<file path="src/rtl/csa_pkg.sv">
// Shared constants and elaboration-time helpers for the pipelined carry-save adder tree.
// Row bookkeeping: level 0 holds the NUM_OPS input rows; each later level holds the rows left after one 3:2 compression pass.
package csa_pkg;

  localparam int unsigned NUM_OPS_MIN = 3;
  localparam int unsigned NUM_OPS_MAX = 16;
  localparam int unsigned WIDTH_MIN   = 1;
  localparam int unsigned WIDTH_MAX   = 64;

  // Rows remaining after one level of 3:2 compression.
  function automatic int unsigned csa_next(input int unsigned n);
    return 2 * (n / 3) + (n % 3);
  endfunction

  function automatic int unsigned csa_levels(input int unsigned n);
    int unsigned rows;
    int unsigned lv;
    rows = n;
    lv   = 0;
    while (rows > 2) begin
      rows = csa_next(rows);
      lv++;
    end
    return lv;
  endfunction

  function automatic int unsigned csa_rows(input int unsigned n, input int unsigned lvl);
    int unsigned rows;
    rows = n;
    for (int unsigned i = 0; i < lvl; i++) rows = csa_next(rows);
    return rows;
  endfunction

  // Row offset of level lvl inside a flat concatenation of levels 0..lvl-1.
  function automatic int unsigned csa_row_off(input int unsigned n, input int unsigned lvl);
    int unsigned off;
    off = 0;
    for (int unsigned i = 0; i < lvl; i++) off += csa_rows(n, i);
    return off;
  endfunction

  function automatic int unsigned csa_out_w(input int unsigned width, input int unsigned n);
    return width + $clog2(n);
  endfunction

endpackage

</file>
<file path="src/rtl/csa_row.sv">
// One row of W-bit 3:2 compressors; the carry vector is returned already aligned (shifted left 1, top carry dropped).
module csa_row #(
  parameter int unsigned W = 19
) (
  input  logic [W-1:0] a_i,
  input  logic [W-1:0] b_i,
  input  logic [W-1:0] c_i,
  output logic [W-1:0] sum_o,
  output logic [W-1:0] carry_o
);

  assign sum_o   = a_i ^ b_i ^ c_i;
  assign carry_o = ((a_i & b_i) | (a_i & c_i) | (b_i & c_i)) << 1;

endmodule

</file>
<file path="src/rtl/csa_tree_pipe.sv">
// Pipelined Wallace tree of 3:2 compressors with valid/ready flow control, one register stage per level.
// Optional macro CSA_TREE_PIPE_CPA_EN appends a carry-propagate stage driving out_result.
module csa_tree_pipe
  import csa_pkg::*;
#(
  parameter int unsigned WIDTH   = 16,
  parameter int unsigned NUM_OPS = 8,
  localparam int unsigned OUT_W  = csa_out_w(WIDTH, NUM_OPS),
  localparam int unsigned LEVELS = csa_levels(NUM_OPS)
) (
  input  logic                     clk,
  input  logic                     rst_n,
  input  logic                     in_valid,
  output logic                     in_ready,
  input  logic [NUM_OPS*WIDTH-1:0] in_data,
  output logic                     out_valid,
  input  logic                     out_ready,
  output logic [OUT_W-1:0]         out_sum,
`ifdef CSA_TREE_PIPE_CPA_EN
  output logic [OUT_W-1:0]         out_carry,
  output logic [OUT_W-1:0]         out_result
`else
  output logic [OUT_W-1:0]         out_carry
`endif
);

  if (NUM_OPS < NUM_OPS_MIN || NUM_OPS > NUM_OPS_MAX ||
      WIDTH < WIDTH_MIN || WIDTH > WIDTH_MAX) begin : g_cfg_check
    $error("csa_tree_pipe: illegal configuration NUM_OPS=%0d WIDTH=%0d", NUM_OPS, WIDTH);
  end

  localparam int unsigned ALL_ROWS = csa_row_off(NUM_OPS, LEVELS + 1);
  localparam int unsigned REG_ROWS = ALL_ROWS - NUM_OPS;
  localparam int unsigned LAST_OFF = csa_row_off(NUM_OPS, LEVELS) - NUM_OPS;

  // Every level lives in one flat vector; a per-bit load mask lets a single process own all data registers.
  logic [NUM_OPS*OUT_W-1:0]  lvl0;
  logic [REG_ROWS*OUT_W-1:0] rows_q, rows_d, rows_mask;
  logic [ALL_ROWS*OUT_W-1:0] all_rows;
  logic [LEVELS-1:0]         vld_q, src_v, ld, upd;
  logic                      tail_ready;
  logic [OUT_W-1:0]          tree_sum, tree_carry;

  for (genvar i = 0; i < NUM_OPS; i++) begin : g_zext
    assign lvl0[i*OUT_W +: OUT_W] = OUT_W'(in_data[i*WIDTH +: WIDTH]);
  end

  assign all_rows = {rows_q, lvl0};

  for (genvar l = 1; l <= LEVELS; l++) begin : g_level
    localparam int unsigned NIN  = csa_rows(NUM_OPS, l - 1);
    localparam int unsigned NOUT = csa_rows(NUM_OPS, l);
    localparam int unsigned NG   = NIN / 3;
    localparam int unsigned NR   = NIN % 3;
    localparam int unsigned IOFF = csa_row_off(NUM_OPS, l - 1);
    localparam int unsigned OOFF = csa_row_off(NUM_OPS, l) - NUM_OPS;

    for (genvar g = 0; g < NG; g++) begin : g_grp
      csa_row #(.W(OUT_W)) u_row (
        .a_i    (all_rows[(IOFF + 3*g)     * OUT_W +: OUT_W]),
        .b_i    (all_rows[(IOFF + 3*g + 1) * OUT_W +: OUT_W]),
        .c_i    (all_rows[(IOFF + 3*g + 2) * OUT_W +: OUT_W]),
        .sum_o  (rows_d[(OOFF + 2*g)     * OUT_W +: OUT_W]),
        .carry_o(rows_d[(OOFF + 2*g + 1) * OUT_W +: OUT_W])
      );
    end

    for (genvar r = 0; r < NR; r++) begin : g_pass
      assign rows_d[(OOFF + 2*NG + r) * OUT_W +: OUT_W] = all_rows[(IOFF + 3*NG + r) * OUT_W +: OUT_W];
    end

    assign rows_mask[OOFF*OUT_W +: NOUT*OUT_W] = {(NOUT*OUT_W){upd[l-1]}};
  end

  always_comb begin
    src_v    = '0;
    src_v[0] = in_valid;
    for (int unsigned s = 1; s < LEVELS; s++) src_v[s] = vld_q[s-1];
  end

  // A stage loads when empty or when its successor loads, so bubbles collapse under a stalled output.
  always_comb begin
    ld           = '0;
    ld[LEVELS-1] = !vld_q[LEVELS-1] || tail_ready;
    for (int unsigned k = 1; k < LEVELS; k++) ld[LEVELS-1-k] = !vld_q[LEVELS-1-k] || ld[LEVELS-k];
  end

  assign upd      = ld & src_v;
  assign in_ready = ld[0];

  always_ff @(posedge clk or negedge rst_n) begin
    if (!rst_n) begin
      rows_q <= '0;
      vld_q  <= '0;
    end else begin
      rows_q <= (rows_q & ~rows_mask) | (rows_d & rows_mask);
      vld_q  <= (vld_q & ~ld) | (src_v & ld);
    end
  end

  assign tree_sum   = rows_q[LAST_OFF*OUT_W       +: OUT_W];
  assign tree_carry = rows_q[(LAST_OFF + 1)*OUT_W +: OUT_W];

`ifdef CSA_TREE_PIPE_CPA_EN
  logic             cpa_vld_q;
  logic [OUT_W-1:0] cpa_sum_q, cpa_carry_q, cpa_res_q;

  assign tail_ready = !cpa_vld_q || out_ready;

  always_ff @(posedge clk or negedge rst_n) begin
    if (!rst_n) begin
      cpa_vld_q   <= 1'b0;
      cpa_sum_q   <= '0;
      cpa_carry_q <= '0;
      cpa_res_q   <= '0;
    end else if (tail_ready) begin
      cpa_vld_q <= vld_q[LEVELS-1];
      if (vld_q[LEVELS-1]) begin
        cpa_sum_q   <= tree_sum;
        cpa_carry_q <= tree_carry;
        cpa_res_q   <= tree_sum + tree_carry;
      end
    end
  end

  assign out_valid  = cpa_vld_q;
  assign out_sum    = cpa_sum_q;
  assign out_carry  = cpa_carry_q;
  assign out_result = cpa_res_q;
`else
  assign tail_ready = out_ready;
  assign out_valid  = vld_q[LEVELS-1];
  assign out_sum    = tree_sum;
  assign out_carry  = tree_carry;
`endif

endmodule

</file>
<file path="config.mk">
export PLATFORM = sky130hd
export DESIGN_NAME = csa_tree_pipe
export DESIGN_NICKNAME = d
export VERILOG_FILES = /design/src/rtl/csa_pkg.sv /design/src/rtl/csa_row.sv /design/src/rtl/csa_tree_pipe.sv
export SDC_FILE = /design/constraint.sdc
export NUM_CORES = 1
export LEC_CHECK = 0
export CORE_MARGIN = 3
export CORE_UTILIZATION = 50
export DETAILED_ROUTE_END_ITERATION = 8
export HOLD_SLACK_MARGIN = 0.15
export PLACE_DENSITY = 0.8
export SYNTH_ARGS = -nofsm -noshare
export SYNTH_HDL_FRONTEND = slang
export SYNTH_SLANG_ARGS = --single-unit
</file>
<file path="constraint.sdc">
create_clock -name clk -period 1.4 [get_ports clk]
set_input_delay 0.28 -clock clk [delete_from_list [all_inputs] [get_ports clk]]
set_output_delay 0.28 -clock clk [all_outputs]
set_load 0.02 [all_outputs]
</file>
After elaboration in Yosys (flattened, before gate mapping)
Cells that the tools add are included.
{"block": "totals", "regBits": 289, "in_bits": 132, "output_inout_bits": 40, "wordCells": 60}
{"block": "classes", "bitwise": 50, "reduce_logical": 8}
{"operator": "285-bit bitwise AND", "count": 2}
{"operator": "285-bit inverter", "count": 1}
{"operator": "285-bit OR", "count": 1}
{"operator": "18-bit bitwise AND", "count": 12}
{"operator": "18-bit OR", "count": 12}
{"operator": "19-bit bitwise XOR", "count": 8}
{"operator": "16-bit bitwise AND", "count": 6}
{"operator": "19-bit by 16-bit bitwise XOR with 19-bit output", "count": 2}
{"operator": "16-bit bitwise XOR", "count": 2}
{"operator": "4-bit bitwise AND", "count": 2}
{"operator": "1-bit zero test", "count": 4}
{"operator": "1-bit logical OR", "count": 4}
{"operator": "4-bit inverter", "count": 1}
{"operator": "4-bit OR", "count": 1}

Longest topological paths before layout
Gate-level depths: netlist (run 1).
{"block": "depth", "word_depth": 9, "ltp_mapped": 5, "mapped_depth_nobuf": 3}

Hierarchy
A second synthesis (run 1) with hierarchy kept.
{"block": "hier_totals", "cells_unflattened": 782, "hier_area_um2": 13371.6}
{"mod": "csa_tree_pipe", "instances": 1, "cells_per_inst": 656, "area_per_inst_um2": 10999.3, "seq_area_each_um2": 7231.9}
{"mod": "csa_row", "instances": 6, "cells_per_inst": 21, "area_per_inst_um2": 395.4, "seq_area_each_um2": 0.0}

Least setup slack after synthesis (run 1)
Ideal clock, no wire load.
{"block": "synth_path", "path_kind": "register to register", "start": "reg with a tool-made name", "end": "reg with a tool-made name", "setup_ns": 0.127, "arrival_ns": 1.506, "required_ns": 1.273, "setup_slack_ns": -0.234, "path_stages_with_launch": 6, "path_cell_list": "dfrtp_1 nand4b_1 o21ai_2 buf_6 buf_6 mux2_1"}

==> results.ini, run 1 <==
[clock_network]
insertion_delay_ps=550
clockBufferDepth=3
clk_pin_slew_worst_paths_ps=70
cts-root-buf=clkbuf_16
cts.sinks=289
cts_buffers=29
cts_htree_levels=1
cts_tree=yes

[placement]
dp.final_hpwl_mm=16.4
dp_slack_ps=-726
portBuffers=171
place_congestion=0.728

[finish]
final_common_cell=dfrtp_1
layout_common_cells=288 x dfrtp_1, 130 x clkdlybuf4s50_1, 128 x mux2_4
drive_above_1_share_pct=43.2
syn2layout_area_growth_pct=39.4
fin_nets=1236
fillers=1540

[pwr]
power_density_mw_per_mm2=1790
leakage_nw=8.05
vdd_drop_max_mv=1.37

[drt]
firstDrtPassIters=4
drc=0
vias=7037
ant_nets=0
wl_mm=29.2
drt_iter0_drc=308
vias_per_cell=5.22
wl_per_cell_um=21.6

[worst_hold_path]
min_path_type=primary input to asynchronous set/reset pin

[setup_path]
path_class=flop to flop
worstSetupEndpointType=flop
worst-endpoint-arrival_ps=2250
cp.required_ps=1830
path_max_fanout=6
start_kind=flop

[die]
die-height_um=166
die-area_mm2=0.0275
core-area_mm2=0.0247
pin_count=172
start_util_pct=51.7
fp-row-count=57
dieWidth_um=166

[synth]
syn_nets=965
ys_seq_elements=289
postSynthAreaPerCell_um2=17.5
synth.largest_area_cell=dfrtp_1
synth_top_area_share_pct=56.7
synthCells=729
seq_area_frac_synth_pct=56.7
synth_area_leaders=dfrtp_1 57%, mux2_2 19%, fa_1 16%
synth_area_mm2=0.0128
yosys_warnings=0
synth_cell_types=17

[timing]
fin_crit_sh_pct=130
layout_min_cycle_time_ps=1820
maxSlewHeadroom_pct=67.3
fmax_mhz=548
setup_violations=290
setup_ws_ps=-424
slew_violations=0
finClkSkew_ps=12.8
final-hold-violation-count=0
worst_pin_slew_ps=490
grt_setup_unrepaired=yes
setup_tns_ps=-78780

[run_status]
violations=negative setup slack
status=complete, but fails checks

[grt]
grt_max_degree=50
grt_usage_pct=20.7
first_global_vias=8207
overflow=0
antenna_found_initial=1
grt_pass1_wl_mm=45.5

[job]
drv_cap=0

## repair_timing
action                     in CTS  in global routing
cloned                         20                  5
resized for setup             306                 58
setup endpoints to repair     276                307
pin swaps                       4                  4
hold buffers                    1                  0
hold endpoints to repair      289                  0
setup buffers                  32                 15
## cell families after synthesis
kind of cell	count (synthesis)	synth area share (%)
adder cells (fa/ha/maj)	104	16.3
XOR/XNOR	8	0.549
AO/OA/AOI/OAI	1	0.0687
buffers and inverters	31	1.60
flip-flops	289	56.7
multiplexers	263	23.2
AND/OR/NAND/NOR	33	1.57
## synthesized netlist by cell type
| master | instances |
|---|---|
| buf_4 | 5 |
| mux2_1 | 50 |
| buf_6 | 6 |
| dfrtp_1 | 289 |
| nand2_1 | 4 |
| and2_1 | 22 |
| or2_2 | 1 |
| nand3b_1 | 1 |
| clkbuf_2 | 1 |
| nand4b_1 | 1 |
| xnor2_1 | 8 |
| fa_1 | 104 |
| nand2b_1 | 4 |
| mux2_2 | 213 |
| inv_1 | 1 |
| o21ai_2 | 1 |
| buf_2 | 18 |
## path summary, 6_finish.rpt
check | slack [ps] | to | start | cells after the start
max in group asynchronous | 540 | asynchronous set/reset pin | rst_n | 3
worst max register to register | -420 | flop | flop | 7
worst min-delay path | 270 | asynchronous set/reset pin | rst_n | 2
worst max-delay path | -420 | flop | flop | 7
worst min register to register | 500 | flop | flop | 1
min in group clk | 330 | flop | in_data[100] | 2
## cell type report
cell class	instances	area [um2]	area share (%)
flip-flops and latches	289	7230	40.7
multi-input cells	410	5870	33.0
diodes	1	2.50	0.0141
clock inverters	9	110	0.619
repair buffers	269	3300	18.5
clock buffers	44	862	4.85
well taps	324	405	2.28
inverters	1	3.75	0.0211
## metrics by stage
step	total power, mW	utilization [%]	hold WS [ps]	cell area, um2	instances
floorplan	18.3	-	-15.6	13000	729
global placement	21.5	62.0	249	15300	1228
detailed placement	22.0	62.0	255	15300	1228
CTS	31.2	70.7	284	17500	1332
global route	33.7	72.1	297	17800	1347
finish	31.8	72.1	267	17800	1347
## critical path: stages, from the launching register on
cell      delay (ps)
dfrtp_2          370
nand4b_1         160
buf_4            190
o21ai_4          240
buf_12           160
buf_12           120
buf_16           140
mux2_4           310
## power by group
part / internal, mW / switching (mW)
clock network: 4.62 / 3.20
registers: 11.1 / 2.25
logic: 6.67 / 3.97
## layer usage
layer | vias to the layer above | wire [um] | track usage, %
met1 | 3767 | 11900 | 26.9
met5 | - | 0 | 0
met3 | 52 | 1240 | 3.64
met4 | 0 | 718 | 6.37
met2 | 175 | 15300 | 35.8
li1 | 3043 | - | -
(Power assumes the default switching activity.)
==> run 2: changes to the inputs <==
--- a/config.mk
+++ b/config.mk
@@ -10,6 +10,8 @@
 export DETAILED_ROUTE_END_ITERATION = 8
 export HOLD_SLACK_MARGIN = 0.15
 export PLACE_DENSITY = 0.8
+export SKIP_LAST_GASP = 1
+export SLEW_MARGIN = 20
 export SYNTH_ARGS = -nofsm -noshare
 export SYNTH_HDL_FRONTEND = slang
 export SYNTH_SLANG_ARGS = --single-unit
==> run 2 against run 1 <==
The run still ends with negative setup slack left; register-to-register slack improved by 60 ps; total power fell by 0.82%; global-route usage fell by 0.40 points; cell area fell by 0.91%; clock power barely moved.
==> results.ini, run 2 (synthesis gave the netlist of run 1 again) <==
[run_status]
status=complete, but fails checks  ; unchanged
violations=negative setup slack  ; unchanged

[pwr]
switching_share_pct=29.5  ; was 29.6%
finalPower_mw=31.5  ; was 31.8 mW
clkPwrFrac_pct=24.7  ; was 24.6%
leakage_nw=7.89  ; was 8.05 nW
pwr-share-comb_pct=33.1  ; was 33.5%
switchingPower_mw=9.30  ; was 9.41 mW
power_density_mw_per_mm2=1790  ; about the same
p_int_mw=22.2  ; was 22.4 mW
seqPwrFrac_pct=42.2  ; was 42.0%
vdd_drop_max_mv=1.19  ; was 1.37 mV

[drt]
ant_nets=0  ; unchanged
wl_mm=28.2  ; was 29.2 mm
wl_per_cell_um=20.9  ; was 21.6 um
vias=6978  ; was 7037
drt_iter0_drc=350  ; was 308
firstDrtPassIters=4  ; unchanged
drc=0  ; unchanged
vias_per_cell=5.18  ; was 5.22

[timing]
setup_tns_ps=-60030  ; was -78780 ps
final-hold-violation-count=0  ; unchanged
maxSlewHeadroom_pct=67.8  ; was 67.3%
holdWs_ps=270  ; was 267 ps
setup_ws_ps=-369  ; was -424 ps
worst_pin_slew_ps=482  ; was 490 ps
fmax_mhz=565  ; was 548 MHz
fin_crit_sh_pct=126  ; was 130%
finClkSkew_ps=8.90  ; was 12.8 ps
setup_violations=250  ; was 290
layout_min_cycle_time_ps=1770  ; was 1820 ps
grt_setup_unrepaired=yes  ; unchanged
slew_violations=0  ; unchanged

[die]
die-area_mm2=0.0275  ; unchanged
core-area_mm2=0.0247  ; unchanged
start_util_pct=51.7  ; unchanged
pin_count=172  ; unchanged
die-height_um=166  ; unchanged
dieWidth_um=166  ; unchanged
fp-row-count=57  ; unchanged

[grt]
grt_max_degree=50  ; unchanged
first_global_vias=8150  ; was 8207
grt_usage_pct=20.3  ; was 20.7%
overflow=0  ; unchanged
antenna_found_initial=1  ; unchanged
grt_pass1_wl_mm=44.8  ; was 45.5 mm

[finish]
fin_nets=1235  ; was 1236
final-instance-count-excl-fill=1346  ; was 1347
layout_common_cells=288 x dfrtp_1, 141 x mux2_2, 130 x clkdlybuf4s50_1  ; was 288 x dfrtp_1, 130 x clkdlybuf4s50_1, 128 x mux2_4
drive_above_1_share_pct=41.4  ; was 43.2%
final_util_pct=71.4  ; was 72.1%
syn2layout_area_growth_pct=38.1  ; was 39.4%
final_common_cell=dfrtp_1  ; unchanged

[clock_network]
cts.sinks=289  ; unchanged
clockBufferDepth=3  ; unchanged
clk_pin_slew_worst_paths_ps=60  ; was 70 ps
cts_htree_levels=1  ; unchanged
insertion_delay_ps=550  ; about the same
cts_buffers=29  ; unchanged
cts_tree=yes  ; unchanged
cts-root-buf=clkbuf_16  ; unchanged

[setup_path]
cpPeakStageDelay_ps=370  ; about the same
path_buf_inv=4  ; unchanged
cpMostUsedCell=buf_12  ; unchanged
cp_top_family=buffers and inverters  ; unchanged
worstSetupEndpointType=flop  ; unchanged
crit_path_top_delay_cell=dfrtp_2  ; unchanged
cp.required_ps=1820  ; was 1830 ps
crit_chain=nand4b_1 > buf_4 > o21ai_4 > buf_12 > buf_12 > buf_16 > mux2_1  ; was nand4b_1 > buf_4 > o21ai_4 > buf_12 > buf_12 > buf_16 > mux2_4
worst-endpoint-arrival_ps=2190  ; was 2250 ps
path_class=flop to flop  ; unchanged
path_max_fanout=6  ; unchanged
start_kind=flop  ; unchanged
r2r_slack_ps=-370  ; was -420 ps

[placement]
dpl.cell_count=1228  ; unchanged
place_congestion=0.728  ; unchanged
portBuffers=171  ; unchanged
dp.final_hpwl_mm=16.4  ; unchanged

[worst_hold_path]
min_path_type=primary input to asynchronous set/reset pin  ; unchanged

[job]
drv_cap=0  ; unchanged

[run 2: per-stage QoR]
step / setup WS (ps) / instance area, um2
2_1_floorplan: -162 / 13000
3_3_place_gp: -714 / 15300
3_5_place_dp: -726 / 15300
4_1_cts: -345 / 17300
5_1_grt: -434 / 17600
6_report: -369 / 17600
[run 2: what timing repair did]
item                       4_1_cts  5_1_grt
gates resized for setup        275       48
pin swaps                        4        5
gates cloned                    20        5
hold endpoints to repair       289        0
buffers inserted                32       12
setup endpoints to repair      276      309
hold buffers                     1        0
[run 2: power by group through the flow]
stage	sequential (mW)	clock [mW]	combinational, mW
after floorplan	13.4	0	4.96
after global placement	13.2	0	8.36
after detailed placement	13.3	0	8.71
after CTS	13.2	7.95	9.81
after global routing	13.7	8.29	11.5
final	13.3	7.78	10.4
[run 2: metal layers]
layer	global-route usage (%)	vias to the layer above	wire, um
met5	0	-	0
met4	5.61	0	697
met3	3.64	44	1180
met2	35.5	158	14700
met1	26.3	3738	11600
li1	-	3038	-
[run 2: worst paths after layout]
kind                                    from                    endpoint  depth (start not counted)
worst max-delay path                    flop                        flop                          7
worst min-delay path                   rst_n  asynchronous set/reset pin                          2
worst max register to register          flop                        flop                          7
worst min register to register          flop                        flop                          1
max in group asynchronous              rst_n  asynchronous set/reset pin                          3
min in group clk                in_data[100]                        flop                          2
[run 2: area by class of cell]
type,count,area [um2]
Antenna cell,1,2.50
Clock inverter,9,110
Clock buffer,44,862
Timing Repair Buffer,268,3270
Sequential cell,289,7230
Inverter,1,3.75
Tap cell,324,405
Fill cell,1568,7060
Multi-Input combinational cell,410,5730
==> run 3: changes to the inputs <==
--- a/config.mk
+++ b/config.mk
@@ -5,13 +5,15 @@
 export SDC_FILE = /design/constraint.sdc
 export NUM_CORES = 1
 export LEC_CHECK = 0
+export CAP_MARGIN = 20
 export CORE_MARGIN = 3
 export CORE_UTILIZATION = 50
 export DETAILED_ROUTE_END_ITERATION = 8
 export HOLD_SLACK_MARGIN = 0.15
-export PLACE_DENSITY = 0.8
+export PLACE_DENSITY = 0.79
 export SKIP_LAST_GASP = 1
 export SLEW_MARGIN = 20
 export SYNTH_ARGS = -nofsm -noshare
 export SYNTH_HDL_FRONTEND = slang
+export SYNTH_HIERARCHICAL = 1
 export SYNTH_SLANG_ARGS = --single-unit
==> run 3 against run 2 <==
The flow still finishes with violations (negative setup slack); clock skew shrank 2.1 ps; critical path depth is the same; wire length is essentially flat.
==> results.ini, run 3 <==
[synth]
synth-simple-area-share_pct=0.795  ; was 1.57%
synth_edf_count=0  ; unchanged
postSynthAreaPerCell_um2=17.1  ; was 17.5 um2
yosys_warnings=6  ; was 0
ys_seq_elements=289  ; unchanged
muxShareOfSynthArea_pct=23.5  ; was 23.2%
synth.largest_area_cell=dfrtp_1  ; unchanged
synth_cell_types=17  ; unchanged
async_flop_share_pct=100  ; unchanged
yosys-top-cells-count=289 x dfrtp_1, 229 x mux2_2, 108 x fa_1  ; was 289 x dfrtp_1, 213 x mux2_2, 104 x fa_1
ys.flop_type=dfrtp_1  ; unchanged
synthCells=782  ; was 729
synthAdderAreaFrac_pct=16.2  ; was 16.3%
synth_area_mm2=0.0134  ; was 0.0128 mm2
synth-xor-area-share_pct=1.07  ; was 0.549%
synth_most_common_cell=dfrtp_1  ; unchanged
synth_top_area_share_pct=54.1  ; was 56.7%
synth_area_leaders=dfrtp_1 54%, mux2_2 19%, fa_1 16%  ; was dfrtp_1 57%, mux2_2 19%, fa_1 16%
seq_area_frac_synth_pct=54.1  ; was 56.7%
synth_compound_area_share_pct=0.122  ; was 0.0686%
synth_top_family_by_area=multiplexers  ; unchanged

[timing]
slew_violations=0  ; unchanged
fmax_mhz=562  ; was 565 MHz
setup_tns_ps=-67740  ; was -60030 ps
setup_ws_ps=-379  ; was -369 ps
setup_violations=249  ; was 250
final-hold-violation-count=0  ; unchanged
layout_min_cycle_time_ps=1780  ; was 1770 ps
fin_crit_sh_pct=127  ; was 126%
finClkSkew_ps=6.78  ; was 8.90 ps
grt_setup_unrepaired=yes  ; unchanged

[grt]
grt_usage_pct=17.8  ; was 20.3%
grt_pass1_wl_mm=40.7  ; was 44.8 mm
first_global_vias=7779  ; was 8150
overflow=0  ; unchanged
antenna_found_initial=0  ; was 1
grt_max_degree=68  ; was 50

[drt]
wl_per_cell_um=20.7  ; was 20.9 um
wl_mm=28.2  ; about the same
vias_per_cell=5.11  ; was 5.18
ant_nets=0  ; unchanged
firstDrtPassIters=4  ; unchanged
drc=0  ; unchanged
vias=6947  ; was 6978
drt_iter0_drc=293  ; was 350

[finish]
drive_above_1_share_pct=43.2  ; was 41.4%
postLayoutCellArea_mm2=0.0176  ; about the same
fin_nets=1248  ; was 1235
layout_common_cells=288 x dfrtp_1, 191 x mux2_2, 130 x clkdlybuf4s50_1  ; was 288 x dfrtp_1, 141 x mux2_2, 130 x clkdlybuf4s50_1
final_common_cell=dfrtp_1  ; unchanged
num_antenna_cells=0  ; was 1
fillers=1707  ; was 1568
syn2layout_area_growth_pct=31.7  ; was 38.1%

[setup_path]
crit_path_top_delay_cell=dfrtp_1  ; was dfrtp_2
path_buf_inv=4  ; unchanged
path_class=flop to flop  ; unchanged
worstSetupEndpointType=flop  ; unchanged
crit_chain=nand4b_4 > buf_6 > o21ai_4 > buf_6 > clkbuf_16 > clkbuf_16 > mux2_1  ; was nand4b_1 > buf_4 > o21ai_4 > buf_12 > buf_12 > buf_16 > mux2_1
worst-endpoint-arrival_ps=2190  ; about the same
cp.required_ps=1810  ; was 1820 ps
cpPeakStageDelay_ps=410  ; was 370 ps
cp_top_family=buffers and inverters  ; unchanged
start_kind=flop  ; unchanged
path_max_fanout=8  ; was 6

[clock_network]
cts_htree_levels=1  ; unchanged
cts_tree=yes  ; unchanged
cts_buffers=30  ; was 29
cts-root-buf=clkbuf_16  ; unchanged
clockBufferDepth=3  ; unchanged
clk_pin_slew_worst_paths_ps=60  ; about the same
insertion_delay_ps=540  ; was 550 ps
cts.sinks=289  ; unchanged

[die]
start_util_pct=51.0  ; was 51.7%
die-height_um=170  ; was 166 um
fp-row-count=59  ; was 57
dieWidth_um=170  ; was 166 um
die-area_mm2=0.0287  ; was 0.0275 mm2
pin_count=172  ; unchanged
core-area_mm2=0.0262  ; was 0.0247 mm2

[pwr]
power_density_mw_per_mm2=1800  ; was 1790 mW/mm2
vdd_drop_max_mv=1.07  ; was 1.19 mV
leakage_nw=7.79  ; was 7.89 nW
finalPower_mw=31.7  ; was 31.5 mW

[run_status]
status=complete, but fails checks  ; unchanged
violations=negative setup slack  ; unchanged

[placement]
portBuffers=171  ; unchanged
placed_area_mm2=0.0155  ; was 0.0153 mm2
place_congestion=0.758  ; was 0.728
dp.final_hpwl_mm=17.4  ; was 16.4 mm

[worst_hold_path]
min_path_type=primary input to asynchronous set/reset pin  ; unchanged

[job]
drv_cap=0  ; unchanged

[run 3: changes by cell type after synthesis, moves of 3 or more]
cell and delta:
xnor2_1 -8, buf_4 +48, xor3_1 +6, and2_1 -16, buf_2 -3, mux2_2 +16
conb_1 +7, fa_1 +4
[run 3: area by class of cell]
cell class / count / area, um2 / area share, %
clock buffer: 44 / 885 / 5.02
clock inverter: 5 / 50.0 / 0.284
inverter: 1 / 3.75 / 0.0213
multi-input combinational: 435 / 6020 / 34.2
sequential: 289 / 7230 / 41.1
tap: 335 / 419 / 2.38
timing repair buffer: 251 / 3000 / 17.0
[run 3: worst paths after layout]
path | to | slack, ps | cells past startpoint
worst max-delay path | flop | -380 | 7
min in group clk | flop | 330 | 2
worst max register to register | flop | -380 | 7
worst min register to register | flop | 500 | 1
max in group asynchronous | asynchronous set/reset pin | 520 | 3
worst min-delay path | asynchronous set/reset pin | 210 | 2
[run 3: per-stage QoR]
step / hold slack, ps / utilization, % / setup slack (ps) / cells
6_report: 211 / 67.2 / -379 / 1360
4_1_cts: 207 / 63.1 / -340 / 1326
2_1_floorplan: -15.6 / - / -126 / 799
3_3_place_gp: 188 / 59.3 / -639 / 1268
5_1_grt: 220 / 67.2 / -415 / 1360
3_5_place_dp: 188 / 59.3 / -660 / 1268
[run 3: layer usage]
| layer | vias up | share of wire (%) | track usage (%) |
|---|---|---|---|
| li1 | 3052 | - | - |
| met1 | 3701 | 40 | 22.7 |
| met2 | 145 | 53 | 32.5 |
| met3 | 49 | 3.7 | 2.54 |
| met4 | 0 | 2.8 | 4.45 |
| met5 | - | 0 | 0 |
[run 3: logic make-up (layout without fill, tap and decap cells)]
kind of cell | count (synthesis) | in the layout
other | 7 | 24
adder cells (fa/ha/maj) | 108 | 108
AND/OR/NAND/NOR | 17 | 17
multiplexers | 279 | 279
XOR/XNOR | 6 | 6
flip-flops | 289 | 289
AO/OA/AOI/OAI | 1 | 1
buffers and inverters | 75 | 301
[run 3: repair_timing]
action	CTS	global route
gates cloned	4	20
endpoints found under the setup margin	301	302
hold buffers	1	0
endpoints found under the hold margin	289	0
gates resized for setup	192	138
buffers inserted	4	15
pin swaps	3	7
[run 3: power by group]
part           switching, mW  internal (mW)
clock                   3.06           4.49
combinational           4.06           6.35
sequential              2.30           11.4
total                   9.43           22.2
